==> src/rtl/mem_port_arbiter_pkg.sv <==
// Shared types and defaults for the cache-to-memory line port arbiter.
package mem_port_arbiter_pkg;
  localparam int ARB_LINE_BITS    = 256;
  localparam int ARB_ADDR_BITS    = 32;
  localparam int ARB_STARVE_LIMIT = 4;
  localparam int LINE_OFS_BITS    = 5;

  typedef enum logic [1:0] {ARB_IDLE, ARB_BUSY, ARB_RELEASE} arb_state_e;
  typedef enum logic [1:0] {OWN_NONE, OWN_IC, OWN_DC}        mem_owner_e;
endpackage

==> src/rtl/mem_port_arbiter.sv <==
// Arbitrates the single main-memory line port between IC refills and DC refills/write-backs.
// One transaction at a time; grant held until memory ready, then one release cycle.
module mem_port_arbiter
  import mem_port_arbiter_pkg::*;
#(
  parameter int LINE_BITS    = ARB_LINE_BITS,
  parameter int ADDR_BITS    = ARB_ADDR_BITS,
  parameter int STARVE_LIMIT = ARB_STARVE_LIMIT
) (
  input  logic                 clock,
  input  logic                 reset,
  input  logic [ADDR_BITS-1:0] i_ic_address,
  input  logic                 i_ic_read,
  output logic [LINE_BITS-1:0] o_ic_data,
  output logic                 o_ic_ready,
  input  logic [ADDR_BITS-1:0] i_dc_address,
  input  logic                 i_dc_read,
  input  logic                 i_dc_write,
  input  logic [LINE_BITS-1:0] i_dc_data,
  output logic [LINE_BITS-1:0] o_dc_data,
  output logic                 o_dc_ready,
  output logic [ADDR_BITS-1:0] o_mem_address,
  output logic                 o_mem_read,
  output logic                 o_mem_write,
  output logic [LINE_BITS-1:0] o_mem_data,
  input  logic [LINE_BITS-1:0] i_mem_data,
  input  logic                 i_mem_ready
);
  localparam int SW = $clog2(STARVE_LIMIT + 1);
  localparam logic [ADDR_BITS-1:0] ALIGN_MASK = ~ADDR_BITS'((1 << LINE_OFS_BITS) - 1);

  arb_state_e           state, state_n;
  mem_owner_e           owner;
  logic                 op_wr;
  logic [ADDR_BITS-1:0] lat_addr;
  logic [LINE_BITS-1:0] lat_wdata;
  logic [SW-1:0]        starve;

  logic dc_req, starved, grant_ic, grant_dc, strobe_on, mem_done;

  assign dc_req    = i_dc_read | i_dc_write;
  assign starved   = (starve == SW'(STARVE_LIMIT));
  assign strobe_on = o_mem_read | o_mem_write;
  // Ready only counts once the strobe is actually on the bus.
  assign mem_done  = strobe_on & i_mem_ready;

  always_comb begin
    state_n  = state;
    grant_ic = 1'b0;
    grant_dc = 1'b0;
    case (state)
      ARB_IDLE: begin
        if (i_ic_read && (starved || !dc_req)) grant_ic = 1'b1;
        else if (dc_req)                       grant_dc = 1'b1;
        if (grant_ic || grant_dc) state_n = ARB_BUSY;
      end
      ARB_BUSY:    if (mem_done) state_n = ARB_RELEASE;
      ARB_RELEASE: state_n = ARB_IDLE;
      default:     state_n = ARB_IDLE;
    endcase
  end

  always_ff @(posedge clock or negedge reset) begin
    if (!reset) begin
      state         <= ARB_IDLE;
      owner         <= OWN_NONE;
      op_wr         <= 1'b0;
      lat_addr      <= '0;
      lat_wdata     <= '0;
      starve        <= '0;
      o_ic_data     <= '0;
      o_ic_ready    <= 1'b0;
      o_dc_data     <= '0;
      o_dc_ready    <= 1'b0;
      o_mem_address <= '0;
      o_mem_read    <= 1'b0;
      o_mem_write   <= 1'b0;
      o_mem_data    <= '0;
    end else begin
      state      <= state_n;
      o_ic_ready <= 1'b0;
      o_dc_ready <= 1'b0;
      case (state)
        ARB_IDLE: begin
          if (grant_ic) begin
            owner     <= OWN_IC;
            op_wr     <= 1'b0;
            lat_addr  <= i_ic_address & ALIGN_MASK;
            lat_wdata <= '0;
            starve    <= '0;
          end else if (grant_dc) begin
            // A simultaneous read+write request is served as the write-back.
            owner     <= OWN_DC;
            op_wr     <= i_dc_write;
            lat_addr  <= i_dc_address & ALIGN_MASK;
            lat_wdata <= i_dc_data;
            starve    <= !i_ic_read ? '0 : (starved ? starve : starve + SW'(1));
          end
        end
        ARB_BUSY: begin
          if (mem_done) begin
            o_mem_address <= '0;
            o_mem_read    <= 1'b0;
            o_mem_write   <= 1'b0;
            o_mem_data    <= '0;
            if (owner == OWN_IC) begin
              o_ic_ready <= 1'b1;
              if (!op_wr) o_ic_data <= i_mem_data;
            end else if (owner == OWN_DC) begin
              o_dc_ready <= 1'b1;
              if (!op_wr) o_dc_data <= i_mem_data;
            end
          end else begin
            o_mem_address <= lat_addr;
            o_mem_read    <= !op_wr;
            o_mem_write   <= op_wr;
            o_mem_data    <= op_wr ? lat_wdata : '0;
          end
        end
        ARB_RELEASE: owner <= OWN_NONE;
        default: ;
      endcase
    end
  end
endmodule

==> config.mk <==
export PLATFORM = sky130hd
export DESIGN_NAME = mem_port_arbiter
export DESIGN_NICKNAME = d
export VERILOG_FILES = /design/src/rtl/mem_port_arbiter_pkg.sv /design/src/rtl/mem_port_arbiter.sv
export SDC_FILE = /design/constraint.sdc
export NUM_CORES = 1
export LEC_CHECK = 0
export CORE_AREA = 8 8 535 537
export CTS_BUF_LIST = sky130_fd_sc_hd__clkbuf_8
export DETAILED_ROUTE_END_ITERATION = 7
export DIE_AREA = 0 0 543 545
export RECOVER_POWER = 50
export SLEW_MARGIN = 20
export SYNTH_ARGS = -nofsm -noshare
export SYNTH_HDL_FRONTEND = slang
export SYNTH_SLANG_ARGS = --single-unit
==> constraint.sdc <==
create_clock -name clock -period 2.6 [get_ports clock]
set_input_delay 0.26 -clock clock [delete_from_list [all_inputs] [get_ports clock]]
set_output_delay 0.26 -clock clock [all_outputs]
set_load 0.05 [all_outputs]
==> flow_summary.json, run 1 <==
{
  "coreArea_sq_mm": 0.278,
  "period_share": 0.977,
  "hold_viol": 0,
  "root_buffer": "clkbuf_8",
  "startpoint_type": "register",
  "clk_pin_slew_ns": 0.06,
  "antenna_found_initial": 51,
  "cts_buffers": 195,
  "ys_ff_latch": 1090,
  "first_pass_iters": 5,
  "h-tree-depth": 4,
  "final-seq-area_sq_mm": 0.0273,
  "drive_gt1_frac": 0.162,
  "synth_edf_count": 0,
  "dpl_worst_slack_ns": -0.0808,
  "crit_fanout": 33,
  "netlist-cell-type-count": 36,
  "ys_seq_area_frac": 0.687,
  "rrSetupSlack_ns": 0.06,
  "syn2layout_area_growth_pct": 68.6,
  "overflow": 0,
  "worstSetupPathType": "reg2reg",
  "ir_drop_mv": 0.915,
  "grt_pass1_wl_microns": 287000,
  "worst_pin_slew_ns": 1.49,
  "drv_slew": 0,
  "leakagePower_uw": 0.0295,
  "finalPower_uw": 89700,
  "status": "finished clean",
  "dieArea_sq_mm": 0.296,
  "fin_util": 0.241,
  "gp_congestion": 0.881,
  "fin_skew_ns": 0.117,
  "power_density_mw_per_mm2": 1340,
  "wl_microns": 211000,
  "required_ns": 3.32,
  "cts_tree": "done",
  "cts_sinks": 1090,
  "crit_arrival_ns": 3.26,
  "nFillCells": 28865,
  "ant_nets": 0,
  "syn_inst": 2502,
  "setup_viol": 0,
  "num_vias": 31581,
  "drt_iter0_drc": 1618,
  "clkLatencyLatePin_ns": 0.95,
  "ios": 1386,
  "syn_area_sq_mm": 0.0397,
  "track_usage": 0.135,
  "cp-end-kind": "register",
  "grt_pass1_vias": 34784,
  "synth_area_per_cell_sq_um": 15.9,
  "grt_max_degree": 137,
  "fin_crit_ns": 2.54,
  "remaining_drc_errors": 0,
  "io_buffers": 1370,
  "min_path_type": "in2reg",
  "fmax_mhz": 394,
  "final_area_sq_mm": 0.0670,
  "slew_headroom": 0.00708,
  "maxCapViolCount": 0,
  "via_per_inst": 3.74,
  "post_cts_buffers": 0,
  "initial_utilization": 0.143,
  "dp_hpwl_microns": 167000,
  "clockBufferDepth": 4,
  "final.setup.worst_slack_ns": 0.0610,
  "async_flop_share": 1.00,
  "die_w_microns": 543,
  "multiInputGateArea_sq_mm": 0.0114,
  "dieHeight_microns": 545,
  "yosysWarnings": 0,
  "post_dp_cell_area_sq_mm": 0.0585,
  "row_count": 194,
  "fin_nets": 5148,
  "finalSetupTns_ns": 0,
  "ys.flop_type": "dfrtp_1",
  "wl_per_cell_microns": 24.9
}
-- layout by cell type, fill, tap and decap left out, types with 3 or more instances in the layout --
cell             count
clkbuf_4             3
nand2_1              6
nor2b_1              3
bufinv_16            3
a22o_1             540
dlygate4sd3_1      544
a31oi_1             27
clkdlybuf4s50_1   1123
a21oi_1             27
buf_6                4
clkbuf_2           117
buf_4               51
mux2_2             272
clkinv_2            24
clkbuf_8           238
dlygate4sd2_1      141
conb_1               5
inv_1               58
clkinvlp_4           7
diode_2             24
dfrtp_1           1090
clkbuf_1            56
inv_6                3
o21ai_0             30
a21o_1               3
nand3_1             29
buf_12              27
mux2_1             240
inv_12               3
nor2_1               3
-- stage by stage --
step,hold WS [ns],cells
after detailed placement,0.253,7548
after global placement,0.251,7548
after global routing,0.0229,8445
after CTS,0.00109,8428
after floorplan,-0.0356,2506
final,0.0953,8452
-- synthesized netlist by cell type (7+ instances only) --
| cell | instances | area (sq um) |
|---|---|---|
| a21oi_1 | 27 | 135 |
| a22o_1 | 540 | 4730 |
| a31oi_1 | 27 | 169 |
| buf_2 | 87 | 435 |
| buf_4 | 12 | 90.1 |
| buf_6 | 20 | 225 |
| clkbuf_1 | 84 | 315 |
| dfrtp_1 | 1090 | 27300 |
| mux2_1 | 240 | 2700 |
| mux2_2 | 272 | 3060 |
| nand2_1 | 7 | 26.3 |
| nand3_1 | 29 | 145 |
| o21ai_0 | 30 | 150 |
-- routing by layer --
metal  global-route usage  part of all wire  vias up
met5                    0           0.00051        -
met4               0.0384             0.034       16
met3               0.0589              0.11      315
met2                0.231              0.48     1564
met1                0.153              0.38    16187
li1                     -                 -    13499
-- final timing paths --
kind	endpoint	from	depth (start not counted)
worst min register to register	o_ic_data[152]	o_ic_data[152]	1
worst min-delay path	lat_wdata[99]	i_dc_data[99]	2
max in group asynchronous	o_ic_data[136]	reset	4
worst max-delay path	o_dc_data[125]	o_mem_write	5
worst max register to register	o_dc_data[125]	o_mem_write	5
min in group asynchronous	o_mem_data[137]	reset	3
-- state kept, by name, indices dropped and copies added (netlist names) --
name,cells
o_mem_data,256
o_ic_ready,1
starve,3
state,2
o_dc_ready,1
op_wr,1
o_mem_write,1
lat_wdata,256
lat_addr,27
o_dc_data,256
owner,2
o_ic_data,256
o_mem_address,27
o_mem_read,1
-- where the power goes --
| group | leakage (uW) | switching (uW) | internal [uW] | total [uW] |
|---|---|---|---|---|
| clock network | 0.00220 | 7510 | 8590 | 16100 |
| logic | 0.0132 | 30500 | 14700 | 45200 |
| registers | 0.0141 | 4540 | 23800 | 28400 |
-- critical path: stages (launching register included) --
cell and delay (ns):
dfrtp_1 0.48, o21ai_1 0.23, nor4_1 0.51, buf_12 0.31
buf_12 0.27, mux2_2 0.38
-- cell type report --
class,instances,area share
tap,3724,0.0695
sequential,1090,0.407
antenna,24,0.000896
timing repair buffer,2066,0.294
clock inverter,99,0.00880
multi-input combinational,1208,0.170
inverter,3,0.000168
clock buffer,238,0.0489
-- kinds of logic after synthesis --
group / count (synthesis) / share of synthesized area
other: 1 / 0.0000944
multiplexers: 512 / 0.145
AO/OA/AOI/OAI: 634 / 0.133
adder cells (fa/ha/maj): 2 / 0.000630
flip-flops: 1090 / 0.687
AND/OR/NAND/NOR: 55 / 0.00768
buffers and inverters: 208 / 0.0273
-- what timing repair did --
action	4_1_cts	5_1_grt
gates resized for setup	141	2
endpoints found under the setup margin	141	41
endpoints found under the hold margin	1753	0
pin swaps	0	0
hold buffers	543	0
Power figures use the tool's default switching activity.
==> inputs of run 2 (changes only) <==
--- a/config.mk
+++ b/config.mk
@@ -5,10 +5,10 @@
 export SDC_FILE = /design/constraint.sdc
 export NUM_CORES = 1
 export LEC_CHECK = 0
-export CORE_AREA = 8 8 535 537
+export CORE_AREA = 8 8 531 533
 export CTS_BUF_LIST = sky130_fd_sc_hd__clkbuf_8
 export DETAILED_ROUTE_END_ITERATION = 7
-export DIE_AREA = 0 0 543 545
+export DIE_AREA = 0 0 539 541
 export RECOVER_POWER = 50
 export SLEW_MARGIN = 20
 export SYNTH_ARGS = -nofsm -noshare
==> flow_summary.json, run 2 (synthesis results as in run 1) <==
{
  "wl_per_cell_microns": 25.3,
  "slowest_stage": "a2111oi_4",
  "path_cells": "inv_1 > ha_1 > o2bb2ai_1 > a2111oi_4 > buf_12 > clkbuf_2 > a22o_1",
  "post_cts_buffers": 0,
  "clk_pin_slew_ns": 0.06,
  "rrSetupSlack_ns": 0.11,
  "fin_crit_ns": 2.49,
  "grt_max_degree": 126,
  "layout_commonest_cell": "clkdlybuf4s50_1",
  "final.setup.worst_slack_ns": 0.114,
  "track_usage": 0.139,
  "cp_top_family": "compound AO/OA/AOI/OAI gates",
  "fin_nets": 5152,
  "clockBufferDepth": 4,
  "cp-end-kind": "register",
  "dpl_worst_slack_ns": 0.181,
  "setup_viol": 0,
  "die_w_microns": 539,
  "fin_util": 0.246,
  "drv_slew": 21,
  "h-tree-depth": 4,
  "drt_iter0_drc": 1466,
  "crit_fanout": 24,
  "root_buffer": "clkbuf_8",
  "hold_start": "i_dc_data[77]",
  "antenna_found_initial": 45,
  "ir_drop_mv": 0.702,
  "min_path_type": "in2reg",
  "fin_skew_ns": 0.0815,
  "path_buf_inv": 3,
  "cts_sinks": 1090,
  "worst_pin_slew_ns": 1.83,
  "cts_tree": "done",
  "ant_nets": 0,
  "drive_gt1_frac": 0.169,
  "crit_arrival_ns": 3.35,
  "row_count": 192,
  "first_pass_iters": 4,
  "ios": 1386,
  "period_share": 0.956,
  "grt_pass1_wl_microns": 292000,
  "wl_microns": 211000,
  "worstSetupPathType": "reg2reg",
  "overflow": 0,
  "dieHeight_microns": 541,
  "r2r-end": "lat_wdata[225]",
  "r2r-start": "starve[0]",
  "slew_headroom": -0.217,
  "power_density_mw_per_mm2": 1350,
  "worst_r2r_path_depth": 7,
  "remaining_drc_errors": 0,
  "syn2layout_area_growth_pct": 69.0,
  "gp_congestion": 0.906,
  "coreArea_sq_mm": 0.273,
  "via_per_inst": 3.78,
  "clkLatencyLatePin_ns": 0.93,
  "startpoint_type": "register",
  "hold_ws_ns": 0.115,
  "grt_pass1_vias": 34928,
  "final_cell_mix": "1,116 x clkdlybuf4s50_1, 1,090 x dfrtp_1, 540 x a22o_1",
  "cpPeakStageDelay_ns": 0.52,
  "finalPower_uw": 90500,
  "finalSetupTns_ns": 0,
  "nFillCells": 28128,
  "dp_hpwl_microns": 169000,
  "violations": "capacitance limit, slew limit",
  "holdPathEnd": "lat_wdata[77]",
  "initial_utilization": 0.146,
  "hold_path_depth": 2,
  "required_ns": 3.47,
  "status": "finished with violations",
  "hold_viol": 0,
  "fmax_mhz": 402,
  "leakagePower_uw": 0.0297,
  "num_vias": 31489,
  "maxCapViolCount": 1,
  "io_buffers": 1370,
  "dieArea_sq_mm": 0.292,
  "cts_buffers": 195
}
[run 2: cell types whose count changed in the layout (fill, tap and decap cells not counted), sizes merged]
cell | before | now
clkinv | 27 | 22
clkdlybuf4s50 | 1123 | 1116
dlygate4sd3 | 544 | 538
clkbuf | 414 | 443
dlygate4sd2 | 141 | 127
bufinv | 3 | 8
dlymetal6s4s | 0 | 1
buf | 82 | 102
clkinvlp | 7 | 6
inv | 65 | 69
diode | 24 | 21
[run 2: area by class of cell]
cell class | instances | area, sq um | share of cell area
flip-flops and latches | 1090 | 27300 | 0.406
repair buffers | 2070 | 19600 | 0.293
multi-input cells | 1208 | 11400 | 0.170
well taps | 3589 | 4490 | 0.0669
diodes | 21 | 52.6 | 0.000782
clock inverters | 102 | 719 | 0.0107
inverters | 3 | 11.3 | 0.000168
clock buffers | 257 | 3540 | 0.0527
[run 2: power by group]
part | total, uW | internal [uW] | leakage [uW] | switching (uW)
combinational | 44800 | 14400 | 0.0132 | 30400
clock | 17400 | 9680 | 0.00241 | 7700
sequential | 28300 | 23800 | 0.0141 | 4440
total | 90500 | 47900 | 0.0297 | 42500
[run 2: worst max path at each step]
stage | startpoint | to | slack (ns) | depth (start not counted)
CTS | o_ic_data[189] | o_ic_data[189] | 0.0009 | 1
global route | o_mem_data[204] | o_mem_data[204] | -0.003 | 1
floorplan | o_mem_write | o_dc_data[215] | 0.41 | 5
detailed placement | i_mem_ready | o_dc_data[130] | 0.18 | 6
finish | starve[0] | lat_wdata[225] | 0.11 | 7
global placement | i_mem_ready | o_dc_data[124] | 0.19 | 6
[run 2: per-layer routing]
| metal | global-route usage | vias to the layer above | wire, microns |
|---|---|---|---|
| li1 | - | 13543 | - |
| met3 | 0.0507 | 295 | 18200 |
| met4 | 0.0371 | 18 | 6380 |
| met2 | 0.245 | 1335 | 105000 |
| met1 | 0.158 | 16298 | 81900 |
| met5 | 0 | - | 104 |
[run 2: stage by stage]
step | instances | area, sq um
finish | 8340 | 67200
global route | 8330 | 67100
CTS | 8319 | 67900
detailed placement | 7421 | 58400
global placement | 7421 | 58400
floorplan | 2506 | 39700
[run 2: repair_timing]
item | 4_1_cts | 5_1_grt
endpoints found under the hold margin | 1495 | 0
hold buffers | 539 | 0
gates resized for setup | 127 | 5
endpoints found under the setup margin | 127 | 8
